[src/rtl/regfile_wport_arbiter_if.sv]
// Producer-side request bundle and register-file write-port outputs of the arbiter.
interface regfile_wport_arbiter_if;
  logic [2:0]       req_valid;
  logic [2:0]       req_ready;
  logic [2:0][4:0]  req_addr;
  logic [2:0][31:0] req_data;
  logic             reg_we;
  logic [4:0]       reg_w_addr;
  logic [31:0]      reg_w_data;
  logic [31:0]      pending;
  logic [2:0]       grant;

  modport master (
    output req_valid, req_addr, req_data,
    input  req_ready, reg_we, reg_w_addr, reg_w_data, pending, grant
  );

  modport slave (
    input  req_valid, req_addr, req_data,
    output req_ready, reg_we, reg_w_addr, reg_w_data, pending, grant
  );
endinterface

[src/rtl/regfile_wport_arbiter.sv]
// Three-way write-port arbiter: one-entry buffers, req0 priority, 1/2 round-robin with starvation guard.
// Accept at edge N, write port driven after N+1; ready = empty or granted, so each producer sustains 1/cycle.
module regfile_wport_arbiter #(
  parameter int MAX_WAIT = 4
) (
  input logic                   clk,
  input logic                   rst,
  regfile_wport_arbiter_if.slave bus
);

  localparam logic [3:0] WAIT_LIM = 4'(MAX_WAIT);

  logic [2:0]       hold_vld;
  logic [2:0][4:0]  hold_addr;
  logic [2:0][31:0] hold_data;
  logic [3:0]       wait1;
  logic [3:0]       wait2;
  logic             rr_ptr;     // 0: requester 1 wins a tie, 1: requester 2
  logic [2:0]       grant;
  logic [2:0]       ready;
  logic [2:0]       load;
  logic [1:0]       starved;
  logic [4:0]       win_addr;
  logic [31:0]      win_data;
  logic             we_q;
  logic [4:0]       w_addr_q;
  logic [31:0]      w_data_q;
  logic [31:0]      pending;

  function automatic logic [1:0] pick(input logic [1:0] cand, input logic ptr);
    if (cand == 2'b11) return ptr ? 2'b10 : 2'b01;
    return cand;
  endfunction

  always_comb begin
    starved[0] = hold_vld[1] && (wait1 == WAIT_LIM);
    starved[1] = hold_vld[2] && (wait2 == WAIT_LIM);
    grant = '0;
    if (|starved)
      grant[2:1] = pick(starved, rr_ptr);
    else if (hold_vld[0])
      grant[0] = 1'b1;
    else
      grant[2:1] = pick(hold_vld[2:1], rr_ptr);
  end

  // Register 0 writes are accepted but never buffered.
  always_comb begin
    ready = rst ? 3'b000 : (~hold_vld | grant);
    for (int k = 0; k < 3; k++)
      load[k] = bus.req_valid[k] && ready[k] && (bus.req_addr[k] != 5'd0);
  end

  always_comb begin
    win_addr = '0;
    win_data = '0;
    unique case (grant)
      3'b001:  begin win_addr = hold_addr[0]; win_data = hold_data[0]; end
      3'b010:  begin win_addr = hold_addr[1]; win_data = hold_data[1]; end
      3'b100:  begin win_addr = hold_addr[2]; win_data = hold_data[2]; end
      default: begin win_addr = '0;           win_data = '0;           end
    endcase
  end

  always_ff @(posedge clk or posedge rst) begin
    if (rst) begin
      hold_vld  <= '0;
      hold_addr <= '0;
      hold_data <= '0;
    end else begin
      for (int k = 0; k < 3; k++) begin
        if (load[k]) begin
          hold_vld[k]  <= 1'b1;
          hold_addr[k] <= bus.req_addr[k];
          hold_data[k] <= bus.req_data[k];
        end else if (grant[k]) begin
          hold_vld[k]  <= 1'b0;
        end
      end
    end
  end

  always_ff @(posedge clk or posedge rst) begin
    if (rst) begin
      wait1  <= '0;
      wait2  <= '0;
      rr_ptr <= 1'b0;
    end else begin
      if (!hold_vld[1] || grant[1])
        wait1 <= '0;
      else if (wait1 != WAIT_LIM)
        wait1 <= wait1 + 4'd1;

      if (!hold_vld[2] || grant[2])
        wait2 <= '0;
      else if (wait2 != WAIT_LIM)
        wait2 <= wait2 + 4'd1;

      if (grant[1])
        rr_ptr <= 1'b1;
      else if (grant[2])
        rr_ptr <= 1'b0;
    end
  end

  always_ff @(posedge clk or posedge rst) begin
    if (rst) begin
      we_q     <= 1'b0;
      w_addr_q <= '0;
      w_data_q <= '0;
    end else begin
      we_q <= |grant;
      if (|grant) begin
        w_addr_q <= win_addr;
        w_data_q <= win_data;
      end
    end
  end

  always_comb begin
    pending = '0;
    for (int k = 0; k < 3; k++)
      if (hold_vld[k]) pending[hold_addr[k]] = 1'b1;
    if (we_q) pending[w_addr_q] = 1'b1;
    pending[0] = 1'b0;
  end

  assign bus.req_ready  = ready;
  assign bus.grant      = grant;
  assign bus.reg_we     = we_q;
  assign bus.reg_w_addr = w_addr_q;
  assign bus.reg_w_data = w_data_q;
  assign bus.pending    = pending;

endmodule

[src/flat_wrapper.sv]
// flat-port wrapper written by rule: the top's interface ports become plain ports
module regfile_wport_arbiter_flat 
#(
  parameter int MAX_WAIT = 4
)
  (clk, rst, bus_req_valid, bus_req_addr, bus_req_data, bus_req_ready, bus_reg_we, bus_reg_w_addr, bus_reg_w_data, bus_pending, bus_grant);
  regfile_wport_arbiter_if bus_i ();
  input logic clk;
  input logic rst;
  input wire logic [$bits(bus_i.req_valid)-1:0] bus_req_valid;
  input wire logic [$bits(bus_i.req_addr)-1:0] bus_req_addr;
  input wire logic [$bits(bus_i.req_data)-1:0] bus_req_data;
  output wire logic [$bits(bus_i.req_ready)-1:0] bus_req_ready;
  output wire logic [$bits(bus_i.reg_we)-1:0] bus_reg_we;
  output wire logic [$bits(bus_i.reg_w_addr)-1:0] bus_reg_w_addr;
  output wire logic [$bits(bus_i.reg_w_data)-1:0] bus_reg_w_data;
  output wire logic [$bits(bus_i.pending)-1:0] bus_pending;
  output wire logic [$bits(bus_i.grant)-1:0] bus_grant;
  assign bus_i.req_valid = bus_req_valid;
  assign bus_i.req_addr = bus_req_addr;
  assign bus_i.req_data = bus_req_data;
  assign bus_req_ready = bus_i.req_ready;
  assign bus_reg_we = bus_i.reg_we;
  assign bus_reg_w_addr = bus_i.reg_w_addr;
  assign bus_reg_w_data = bus_i.reg_w_data;
  assign bus_pending = bus_i.pending;
  assign bus_grant = bus_i.grant;
  regfile_wport_arbiter #(.MAX_WAIT(MAX_WAIT)) u_core (.clk(clk), .rst(rst), .bus(bus_i));
endmodule
[config.mk]
export PLATFORM = sky130hd
export DESIGN_NAME = regfile_wport_arbiter_flat
export DESIGN_NICKNAME = d
export VERILOG_FILES = /design/src/rtl/regfile_wport_arbiter_if.sv /design/src/rtl/regfile_wport_arbiter.sv /design/src/flat_wrapper.sv
export SDC_FILE = /design/constraint.sdc
export NUM_CORES = 1
export LEC_CHECK = 0
export CORE_AREA = 5 5 129 131
export CTS_CLUSTER_SIZE = 14
export DETAILED_ROUTE_END_ITERATION = 7
export DIE_AREA = 0 0 134 136
export MAX_ROUTING_LAYER = met4
export PLACE_DENSITY = 0.84
export SYNTH_ARGS = -nofsm -noshare
export SYNTH_HDL_FRONTEND = slang
export SYNTH_SLANG_ARGS = --single-unit
[constraint.sdc]
create_clock -name clk -period 11.6 [get_ports clk]
set_input_delay 2.32 -clock clk [delete_from_list [all_inputs] [get_ports clk]]
set_output_delay 2.32 -clock clk [all_outputs]
set_load 0.03 [all_outputs]
* Word level (Yosys, flattened, before mapping)
Cells that the tools add are included.
** Storage, ports and cells
- Register bits :: 161
- Logic and storage cells :: 106
** Operators by class
- Add/sub/neg operators :: 2
- Order comparisons :: 8
- Equality and inequality tests :: 9
- Multiplexer cells :: 40
- Bitwise logic cells :: 5
- Reduce and logical (&&, ||, !) cells :: 27
** Operators with widths (count)
- two-way mux 32 bit :: 4
- OR 32 bit :: 3
- one-hot mux 32 bit (3 select lines) :: 1
- < comparator 5 x 6 -> 1 bit (second input constant) :: 4
- demux 1 bit (select 5 bit) :: 4
- greater-or-equal comparator 5 x 1 -> 1 bit (second input constant) :: 4
- two-way mux 1 bit :: 18
- two-way mux 4 bit :: 4
- one-hot mux 5 bit (3 select lines) :: 1
- nonzero test 5 bit :: 3
- two-way mux 2 bit :: 7
- logical AND 1 bit :: 12
- nonzero test 2 bit :: 6
- adder 4 x 1 -> 4 bit (second input constant) :: 2
- equality test 4 x 3 -> 1 bit (second input constant) :: 2
- inequality test 4 x 3 -> 1 bit (second input constant) :: 2
- equality test 2 bit (second input constant) :: 2
- equality test 3 x 1 -> 1 bit (second input constant) :: 1
- equality test 3 x 2 -> 1 bit (second input constant) :: 1
- equality test 3 bit (second input constant) :: 1
- two-way mux 3 bit :: 1
- inverter 3 bit :: 1
- OR 3 bit :: 1
- OR reduction 3 bit :: 1
- 3 further kinds :: 5

* Longest topological paths before layout
Gate-level depths: netlist of the first run.
- Depth after elaboration :: 12
- Mapped depth :: 10

* Worst setup path before layout of the first run
No wires, ideal clock.
- Path kind :: input to output
- Start :: input rst
- End :: output bus_req_ready[1]
- Data arrival time :: 6.258 ns
- Required time :: 9.280 ns
- Setup slack :: 3.022 ns
- Cell stages on the path :: 2
- Buffers on the path :: 0
- Cell sequence :: inv_1 -> and2_1
** On the way
- Cells in the longest elaborated chain, start to end :: 1
** Ends and longest elaborated chain
- from (decl) :: RTL line flat_wrapper.sv:9 : input logic rst;
- two-way mux 3 bit :: RTL line regfile_wport_arbiter.sv:49 : ready = rst ? 3'b000 : (~hold_vld | grant);
- to (decl) :: RTL line flat_wrapper.sv:13 : output wire logic [$bits(bus_i.req_ready)-1:0] bus_req_ready;
No other way between the ends.

* Final worst setup path of the first run
Same ends and word-level chain as after synthesis.

==> flow_summary.json, run 1 <==
{
  "status": "complete, no violations",
  "synth_ff_type": "dfrtp_1",
  "cp-endpoint": "bus_req_ready[1]",
  "slew_headroom_pct": 12.4,
  "rsz0062_at_grt": "no",
  "worst_slew_pin_slew_ns": 1.31,
  "first_iter_violations": 524,
  "fin_worst_skew_ns": 0.00772,
  "drv_cap": 0,
  "vdd_ir_drop_max_v": 0.000132,
  "synth_seq_area_share_pct": 50.0,
  "critPathMaxStageDelay_ns": 0.68,
  "die_y_um": 136,
  "finalCriticalPeriod_ns": 6.79,
  "grt_overflow": 0,
  "p_sw_share_pct": 34.2,
  "switchingPower_w": 0.000686,
  "required_ns": 9.28,
  "vias": 6463,
  "hold_start": "u_core.hold_data[0]$_DFFE_PP0P_",
  "port_buffers": 190,
  "cts_tree": "built",
  "dieWidth_um": 134,
  "clkSinkCount": 161,
  "path_max_fanout": 103,
  "final_antenna_net_count": 0,
  "syn_area_per_cell_um2": 12.7,
  "p_int_w": 0.00132,
  "cts_made_buffers": 17,
  "drcViolationCount": 0,
  "final_hold_viol_count": 0,
  "p_total_w": 0.00201,
  "post_cts_buffers": 0,
  "htreeDepth": 4,
  "cts_hold_buf": 0,
  "async_flop_share_pct": 100,
  "gp_congestion": 0.965,
  "grt_usage_pct": 27.7,
  "end_kind": "output port",
  "worstPathCellList": "clkdlybuf4s50_1 -> inv_6 -> and2_1 -> clkdlybuf4s50_1",
  "core_mm2": 0.0155,
  "critPathLaunch": "rst",
  "antenna_found_initial": 0,
  "power_frac_seq_pct": 40.8,
  "tns_ns": 0,
  "routed_wl_mm": 24.6,
  "p_comb_share_pct": 33.0,
  "reg2reg_depth": 8,
  "critPathBufInv": 3,
  "nFillCells": 1092,
  "cts_buffer_depth": 2,
  "clkPwrFrac_pct": 26.2,
  "cp_num_cells": 4,
  "firstDrtPassIters": 6,
  "crit_top_cell": "clkdlybuf4s50_1",
  "syn_nets": 755,
  "ys_warn_count": 0,
  "critical_path.slowest_cell": "inv_6",
  "dpl.hpwl_mm": 17.0,
  "worstReg2RegStart": "u_core.wait1[0]$_DFFE_PP0P_",
  "ys_ff_latch": 161,
  "grt_pass1_wl_mm": 38.2,
  "die_area_mm2": 0.0182,
  "synth_cell_types": 53,
  "slew_violations": 0,
  "worstSkewPairLatency_ns": 0.42,
  "finalCritPeriodShare_pct": 58.6,
  "ioPinCount": 192,
  "critPathLaunchType": "input pin",
  "rrSetupSlack_ns": 8.22,
  "hold_class": "reg -> reg",
  "reg2reg_to": "u_core.hold_data[58]$_DFFE_PP0P_",
  "final-setup-viol-count": 0,
  "vias_per_cell": 6.42,
  "netlist_area_mm2": 0.00806,
  "grt_pass1_vias": 6786,
  "cts-root-buf": "clkbuf_16",
  "start_util_pct": 52.0,
  "antenna_cells_inserted": 0,
  "synthToLayoutAreaGrowth_pct": 30.1,
  "powerDensity_mw_per_mm2": 192,
  "fmax_ghz": 0.147,
  "synth-edff-count": 0,
  "worstPathArrival_ns": 4.47,
  "cts_resized": 0,
  "num_rows": 46,
  "syn_inst": 635,
  "critPathTopFamily": "buffers and inverters",
  "worst-setup-path-type": "in -> out",
  "clk_pin_slew_ns": 0.06,
  "grt_max_degree": 104,
  "nNetsFinal": 924,
  "p_leak_nw": 4.35,
  "layout-drive-gt1-share_pct": 18.8,
  "wl_per_cell_um": 24.5
}
==> per-layer routing <==
metal | track usage, % | vias to the layer above | part of all wire [%]
met2 | 46.4 | 368 | 51
met5 | - | - | 0
met3 | 6.22 | 51 | 7.4
met1 | 33.4 | 3271 | 39
li1 | - | 2773 | -
met4 | 9.14 | 0 | 2.6
==> Yosys cell counts, drive strengths merged, types with 4 or more instances <==
library cell	count	share of area (%)
buf	23	3.2
a221o	45	5.6
or3b	4	0.43
ha	4	0.62
nor2	21	1.0
o21ai	6	0.37
and3	8	0.62
o22ai	10	0.78
nand3	15	0.93
nand2	25	1.2
and3b	4	0.43
o221ai	18	2.0
a22oi	16	1.5
nor3	14	0.87
a22o	37	4.0
nor3b	11	1.0
nor2b	4	0.40
and2	4	0.31
a21oi	9	0.61
nand3b	12	1.1
o211ai	4	0.37
or3	4	0.31
clkbuf	24	1.1
inv	17	0.79
dfrtp	161	50
mux2	108	18
==> sequential cells by signal, indices dropped and copies added, names as in the netlist, 3 cells and up <==
| register | count |
|---|---|
| u_core.bus.reg_w_data | 32 |
| u_core.hold_vld | 3 |
| u_core.wait2 | 4 |
| u_core.hold_data | 96 |
| u_core.wait1 | 4 |
| u_core.bus.reg_w_addr | 5 |
| u_core.hold_addr | 15 |
==> kinds of logic after synthesis <==
kind of cell               Yosys count  share of synthesized area (%)
DFF                                161                           50.0
AOI/OAI and AO/OA                  157                           16.5
and+or+nand+nor                    137                           9.60
muxes                              108                           17.8
buffers and inverters               64                           5.08
adders and majority gates            5                          0.745
xor gates and xnor gates             2                          0.217
other                                1                         0.0465
==> worst register-to-register path: cells and delay by family (launching register included) <==
kind,cells,cell delay [ns]
AND/OR/NAND/NOR,3,1.04
buffers and inverters,2,0.60
AO/OA/AOI/OAI,1,0.57
flip-flops,1,0.43
multiplexers,1,0.39
adder cells (fa/ha/maj),1,0.24
==> layout make-up <==
type	instances	area, um^2	area share (%)
inverters	17	68.8	0.656
well taps	192	240	2.29
multi-input cells	410	3640	34.7
clock inverters	8	80.1	0.764
flip-flops and latches	161	4030	38.4
repair buffers	197	1950	18.6
clock buffers	21	470	4.49
==> power groups by stage <==
| stage | sequential [W] | clock [W] | combinational, W |
|---|---|---|---|
| 3_5_place_dp | 0.000819 | 0 | 0.000659 |
| 6_report | 0.000820 | 0.000527 | 0.000663 |
| 5_1_grt | 0.000834 | 0.000558 | 0.000696 |
| 3_3_place_gp | 0.000809 | 0 | 0.000643 |
| 2_1_floorplan | 0.000851 | 0 | 0.000360 |
| 4_1_cts | 0.000815 | 0.000534 | 0.000664 |
==> worst min path at each step <==
stage	endpoint	slack, ns	depth (start not counted)
finish	u_core.hold_data[0]$_DFFE_PP0P_	0.49	1
global placement	u_core.hold_data[0]$_DFFE_PP0P_	0.47	1
floorplan	u_core.hold_data[0]$_DFFE_PP0P_	0.46	1
CTS	u_core.hold_data[0]$_DFFE_PP0P_	0.49	1
detailed placement	u_core.hold_data[0]$_DFFE_PP0P_	0.48	1
global route	u_core.hold_data[1]$_DFFE_PP0P_	0.51	1
==> metrics by stage <==
| step | utilization, % | instances | hold WS, ns | setup WS (ns) | instance area, um^2 |
|---|---|---|---|---|---|
| 2_1_floorplan | - | 635 | 0.459 | 3.02 | 8060 |
| 3_3_place_gp | 64.2 | 977 | 0.470 | 4.78 | 9930 |
| 3_5_place_dp | 64.2 | 977 | 0.476 | 4.73 | 9930 |
| 4_1_cts | 67.7 | 1006 | 0.489 | 4.72 | 10500 |
| 5_1_grt | 67.7 | 1006 | 0.514 | 4.59 | 10500 |
| 6_report | 67.7 | 1006 | 0.486 | 4.81 | 10500 |
==> cell usage in the layout (no fill, tap or decap), types with 3 or more instances in the layout <==
cell and instances:
dfrtp_1 161, mux2_1 7, inv_6 3, or3b_2 4, and3_1 6, nand3_1 15, mux2_2 43, clkbuf_8 3
clkbuf_16 17, buf_4 7, o21ai_0 6, nor2_1 19, or2_2 3, nand2b_1 3, nand2_1 25, clkdlybuf4s50_1 190
clkinvlp_4 3, inv_1 16, and2_1 4, nand3b_1 12, a22oi_1 16, o221ai_1 18, nor3b_1 11, a221o_1 45
a22o_1 37, nor3_1 13, a21oi_1 8, mux2_4 58, o22ai_1 10, o211ai_1 4, and3b_1 4, or3_1 4
ha_1 4
Power figures use the tool's default switching activity.
==> run 2, diff against run 1 <==
Settings changed: CORE_AREA 5 5 129 131 to 5 5 140 142, DIE_AREA 0 0 134 136 to 0 0 145 147, PLACE_DENSITY 0.84 to 0.76.
Clock period 11.6 ns to 5.9 ns, I/O delays scaled along.
==> run 2 against run 1 <==
  * Worst hold slack got worse by 0.0024 ns
  * Via count fell by 4.7%
  * Wire length fell by 8.2%
  * Setup slack got worse by 3.4 ns
  * Cell count is 4.9% higher
  * Register-to-register slack got worse by 5.7 ns
  * Sequential cell count did not move
  * Clock skew increased by 0.0058 ns
  * Core utilization fell by 9.6 points
  * Global-route usage is 6.0 points lower
  * Highest routed layer unchanged
==> flow_summary.json, run 2 (synthesized netlist as in run 1, its figures left out) <==
{
  "vias": 6161,
  "wl_per_cell_um": 21.4,
  "fmax_ghz": 0.225,
  "first_iter_violations": 452,
  "status": "complete, no violations",
  "powerDensity_mw_per_mm2": 381,
  "worst-setup-path-type": "reg -> out",
  "drv_cap": 0,
  "core_mm2": 0.0183,
  "final_cell_mix": "clkdlybuf4s50_1 (190), dfrtp_1 (161), mux2_4 (58), a221o_1 (45), mux2_2 (43)",
  "met3_usage_pct": 5.34,
  "grt_overflow": 0,
  "vdd_ir_drop_max_v": 0.000323,
  "ioPinCount": 192,
  "setup_slack_ns": 1.45,
  "final_cell_area_mm2": 0.0106,
  "drcViolationCount": 0,
  "htreeDepth": 4,
  "num_rows": 50,
  "worstPathArrival_ns": 3.27,
  "nNetsFinal": 925,
  "post_cts_buffers": 0,
  "die_area_mm2": 0.0213,
  "slew_violations": 0,
  "cts_made_buffers": 17,
  "final_antenna_net_count": 0,
  "clkSinkCount": 161,
  "dieWidth_um": 145,
  "final_common_cell": "clkdlybuf4s50_1",
  "worst_slew_pin_slew_ns": 1.16,
  "routed_wl_mm": 22.6,
  "gp_congestion": 0.940,
  "grt-busiest-layer": "met2",
  "final_hold_viol_count": 0,
  "cts_hold_buf": 0,
  "cts-root-buf": "clkbuf_16",
  "final-setup-viol-count": 0,
  "hold_ws_ns": 0.483,
  "finalCritPeriodShare_pct": 75.4,
  "grt_usage_pct": 21.7,
  "critPathLaunchType": "register",
  "p_total_w": 0.00406,
  "top_register": "u_core.hold_data",
  "firstDrtPassIters": 5,
  "antenna_found_initial": 3,
  "synthToLayoutAreaGrowth_pct": 32.1,
  "placed_area_mm2": 0.0100,
  "layout-drive-gt1-share_pct": 19.2,
  "slew_headroom_pct": 22.3,
  "cts_tree": "built",
  "port_buffers": 190,
  "dpl_worst_slack_ns": 1.90,
  "use_met2_pct": 35.6,
  "rsz0062_at_grt": "no",
  "clk_pin_slew_ns": 0.06,
  "cts_resized": 0,
  "fin_worst_skew_ns": 0.0135,
  "tns_ns": 0,
  "p_leak_nw": 4.39,
  "hold_class": "reg -> reg",
  "cts_buffer_depth": 2,
  "grt_pass1_wl_mm": 35.9,
  "dpl.hpwl_mm": 15.4,
  "end_kind": "output port",
  "required_ns": 4.72,
  "largest_reg_flops": 96,
  "finalCriticalPeriod_ns": 4.45,
  "grt_pass1_vias": 6441,
  "die_y_um": 147,
  "nFillCells": 1469,
  "worstSkewPairLatency_ns": 0.42,
  "grt_util_met1_pct": 26.4,
  "grt_max_degree": 162,
  "path_max_fanout": 38,
  "vias_per_cell": 5.84,
  "start_util_pct": 44.0
}
-- run 2: cell types whose count changed in the layout (fill, tap and decap cells not counted), sizes merged --
cell and delta:
buf +1, bufinv +3, clkbuf -3, clkinv +1
clkinvlp +1, diode +3, inv +1
-- run 2: critical path: stages (launching register included) --
cell and delay [ns]:
dfrtp_1 0.43, inv_1 0.08, ha_1 0.21, nand3b_1 0.21
maj3_1 0.42, nand2_1 0.09, and3_2 0.18, buf_4 0.44
clkdlybuf4s50_1 0.78
-- run 2: metal layers --
| layer | up-vias | wire length, um |
|---|---|---|
| met5 | - | 0 |
| met4 | 0 | 565 |
| met3 | 40 | 1740 |
| met2 | 300 | 11000 |
| met1 | 3032 | 9300 |
| li1 | 2789 | - |
-- run 2: report_power, final --
group          internal, W  leakage, nW  switching (W)
logic             0.000642         2.15       0.000639
registers          0.00135         1.93       0.000248
clock network     0.000716        0.299       0.000459
total              0.00271         4.39        0.00135
-- run 2: through the flow --
| stage | utilization [%] | std cells |
|---|---|---|
| 6_report | 58.1 | 1055 |
| 5_1_grt | 58.1 | 1055 |
| 4_1_cts | 58.0 | 1052 |
| 3_5_place_dp | 54.6 | 1020 |
| 3_3_place_gp | 54.6 | 1020 |
| 2_1_floorplan | - | 635 |
-- run 2: cell type report --
| cell class | count | area [um^2] | area share [%] |
|---|---|---|---|
| repair buffers | 198 | 1970 | 18.5 |
| inverters | 17 | 67.6 | 0.635 |
| clock inverters | 14 | 203 | 1.90 |
| diodes | 3 | 7.51 | 0.0705 |
| well taps | 234 | 293 | 2.75 |
| multi-input cells | 410 | 3640 | 34.2 |
| clock buffers | 18 | 429 | 4.03 |
| flip-flops and latches | 161 | 4030 | 37.8 |
-- run 2: worst paths after layout --
| check | slack, ns | end | depth (start not counted) | startpoint |
|---|---|---|---|---|
| min in group asynchronous | 1.47 | u_core.bus.reg_w_data[24]$_DFFE_PP0P_ | 3 | rst |
| setup reg to reg | 2.48 | u_core.hold_data[60]$_DFFE_PP0P_ | 8 | u_core.wait1[0]$_DFFE_PP0P_ |
| max in group asynchronous | 3.68 | u_core.hold_addr[9]$_DFFE_PP0P_ | 3 | rst |
| setup / recovery | 1.45 | bus_grant[1] | 8 | u_core.wait1[0]$_DFFE_PP0P_ |
| hold / removal | 0.48 | u_core.hold_data[0]$_DFFE_PP0P_ | 1 | u_core.hold_data[0]$_DFFE_PP0P_ |
| hold reg to reg | 0.48 | u_core.hold_data[0]$_DFFE_PP0P_ | 1 | u_core.hold_data[0]$_DFFE_PP0P_ |
==> run 3, diff against run 2 <==
Clock period 5.9 ns to 3.9 ns, I/O delays scaled along.
==> run 3 against run 2 <==
  * Register-to-register slack worse by 1.6 ns
  * Highest routed layer unchanged
  * Sequential share of layout area decreased by 0.062 points
  * Clock power grew 49%
  * Sequential power grew 50%
  * Worst hold slack gained 0.013 ns
  * Wire length decreased by 0.80%
==> flow_summary.json, run 3 (synthesized netlist as in run 1, its figures left out) <==
{
  "port_buffers": 190,
  "power_frac_seq_pct": 39.5,
  "clk_pin_slew_ns": 0.06,
  "status": "complete, no violations",
  "cts_made_buffers": 17,
  "die_y_um": 147,
  "p_sw_share_pct": 32.7,
  "grt_max_degree": 162,
  "grt_pass1_wl_mm": 35.2,
  "p_comb_share_pct": 31.9,
  "drv_cap": 0,
  "clkSinkCount": 161,
  "required_ns": 3.12,
  "nFillCells": 1462,
  "vdd_ir_drop_max_v": 0.000303,
  "p_leak_nw": 4.41,
  "layout-drive-gt1-share_pct": 19.4,
  "grt_pass1_vias": 6252,
  "worstSkewPairLatency_ns": 0.42,
  "ff_latch_area_mm2": 0.00403,
  "p_total_w": 0.00609,
  "critPathBufInv": 2,
  "wl_per_cell_um": 21.2,
  "critPathTopFamily": "buffers and inverters",
  "nNetsFinal": 928,
  "num_rows": 50,
  "largest_reg_flops": 96,
  "grt_usage_pct": 21.3,
  "hold_class": "reg -> reg",
  "multi_input_area_mm2": 0.00364,
  "ioPinCount": 192,
  "critPathMaxStageDelay_ns": 0.68,
  "worst-setup-path-type": "reg -> out",
  "final_cell_area_mm2": 0.0107,
  "start_util_pct": 44.0,
  "path_max_fanout": 6,
  "placed_area_mm2": 0.0100,
  "final_cell_mix": "clkdlybuf4s50_1 (190), dfrtp_1 (161), mux2_4 (58), a221o_1 (45), mux2_2 (43)",
  "cts_resized": 0,
  "cts_tree": "built",
  "critical_path.slowest_cell": "clkdlybuf4s50_1",
  "die_area_mm2": 0.0213,
  "top_register": "u_core.hold_data",
  "critPathLaunchType": "register",
  "vias_per_cell": 5.81,
  "post_cts_buffers": 0,
  "fin_worst_skew_ns": 0.00808,
  "routed.top_layer": "met4",
  "final_hold_viol_count": 0,
  "cts_hold_buf": 0,
  "clkPwrFrac_pct": 28.6,
  "final-setup-viol-count": 0,
  "grt_overflow": 0,
  "fmax_ghz": 0.277,
  "first_iter_violations": 514,
  "route.met3.wl_mm": 1.70,
  "drcViolationCount": 0,
  "wl_met1_mm": 9.45,
  "routed_wl_mm": 22.4,
  "worst_slew_pin_slew_ns": 1.02,
  "htreeDepth": 4,
  "final_common_cell": "clkdlybuf4s50_1",
  "p_int_w": 0.00410,
  "finalCritPeriodShare_pct": 92.6,
  "worstPathArrival_ns": 2.83,
  "slew_violations": 0,
  "end_kind": "output port",
  "dieWidth_um": 145,
  "firstDrtPassIters": 5,
  "core_mm2": 0.0183,
  "gp_congestion": 0.926,
  "slew_headroom_pct": 32.3,
  "vias": 6136,
  "antenna_found_initial": 2,
  "switchingPower_w": 0.00199,
  "dpl.hpwl_mm": 15.1,
  "rsz0062_at_grt": "no",
  "worstPathCellList": "inv_1 -> ha_1 -> nand3b_1 -> maj3_1 -> nand2_1 -> and3_2 -> clkdlybuf4s50_1",
  "finalCriticalPeriod_ns": 3.61,
  "dr_wl_met2_mm": 10.8,
  "cts-root-buf": "clkbuf_16",
  "powerDensity_mw_per_mm2": 571,
  "synthToLayoutAreaGrowth_pct": 32.3,
  "final_antenna_net_count": 0,
  "cts_buffer_depth": 2
}
[run 3: cell types whose count changed in the layout (fill, tap and decap cells not counted), sizes merged]
cell	before	now
clkinv	3	7
buf	8	11
clkinvlp	4	1
inv	20	18
clkbuf	18	19
diode	3	2
[run 3: layer usage]
layer,GRT usage [%],vias to the layer above
li1,-,2794
met1,26.6,3041
met2,33.4,270
met3,6.14,31
met4,7.11,0
met5,-,-
[run 3: path summary, 6_finish.rpt]
check	cells after the start	endpoint	start	slack, ns
worst max-delay path	7	bus_grant[1]	u_core.wait1[0]$_DFFE_PP0P_	0.29
worst min-delay path	1	u_core.hold_data[3]$_DFFE_PP0P_	u_core.hold_data[3]$_DFFE_PP0P_	0.50
worst max register to register	7	u_core.hold_data[17]$_DFFE_PP0P_	u_core.wait2[0]$_DFFE_PP0P_	0.86
worst min register to register	1	u_core.hold_data[3]$_DFFE_PP0P_	u_core.hold_data[3]$_DFFE_PP0P_	0.50
max in group asynchronous	3	u_core.hold_data[32]$_DFFE_PP0P_	rst	2.17
min in group asynchronous	3	u_core.hold_data[24]$_DFFE_PP0P_	rst	1.08
[run 3: area by class of cell]
class	instances	area share [%]
multi-input cells	410	34.2
clock buffers	19	4.06
diodes	2	0.0469
repair buffers	201	18.8
clock inverters	13	1.72
well taps	234	2.75
flip-flops and latches	161	37.8
inverters	17	0.634
[run 3: through the flow]
step                      TNS, ns  hold slack (ns)  std cells  util [%]  worst slack, ns
final                           0            0.497       1057      58.2            0.290
after global routing            0            0.509       1057      58.2            0.160
after CTS                       0            0.498       1055      58.1            0.298
after detailed placement        0            0.484       1023      54.8            0.746
after global placement          0            0.469       1023      54.8            0.760
after floorplan            -0.566            0.459        635         -           -0.566
[run 3: worst reg2reg max path, stage by stage, from the launching register on]
cell     delay [ns]
dfrtp_1        0.38
inv_1          0.09
ha_1           0.22
and3b_1        0.27
a22o_1         0.33
a21oi_2        0.29
and3_2         0.93
mux2_2         0.44
[run 3: power by group through the flow]
stage | registers, W | clock network [W] | logic [W]
4_1_cts | 0.00240 | 0.00177 | 0.00195
5_1_grt | 0.00245 | 0.00185 | 0.00206
3_3_place_gp | 0.00242 | 0 | 0.00192
3_5_place_dp | 0.00241 | 0 | 0.00195
2_1_floorplan | 0.00253 | 0 | 0.00107
6_report | 0.00240 | 0.00174 | 0.00194
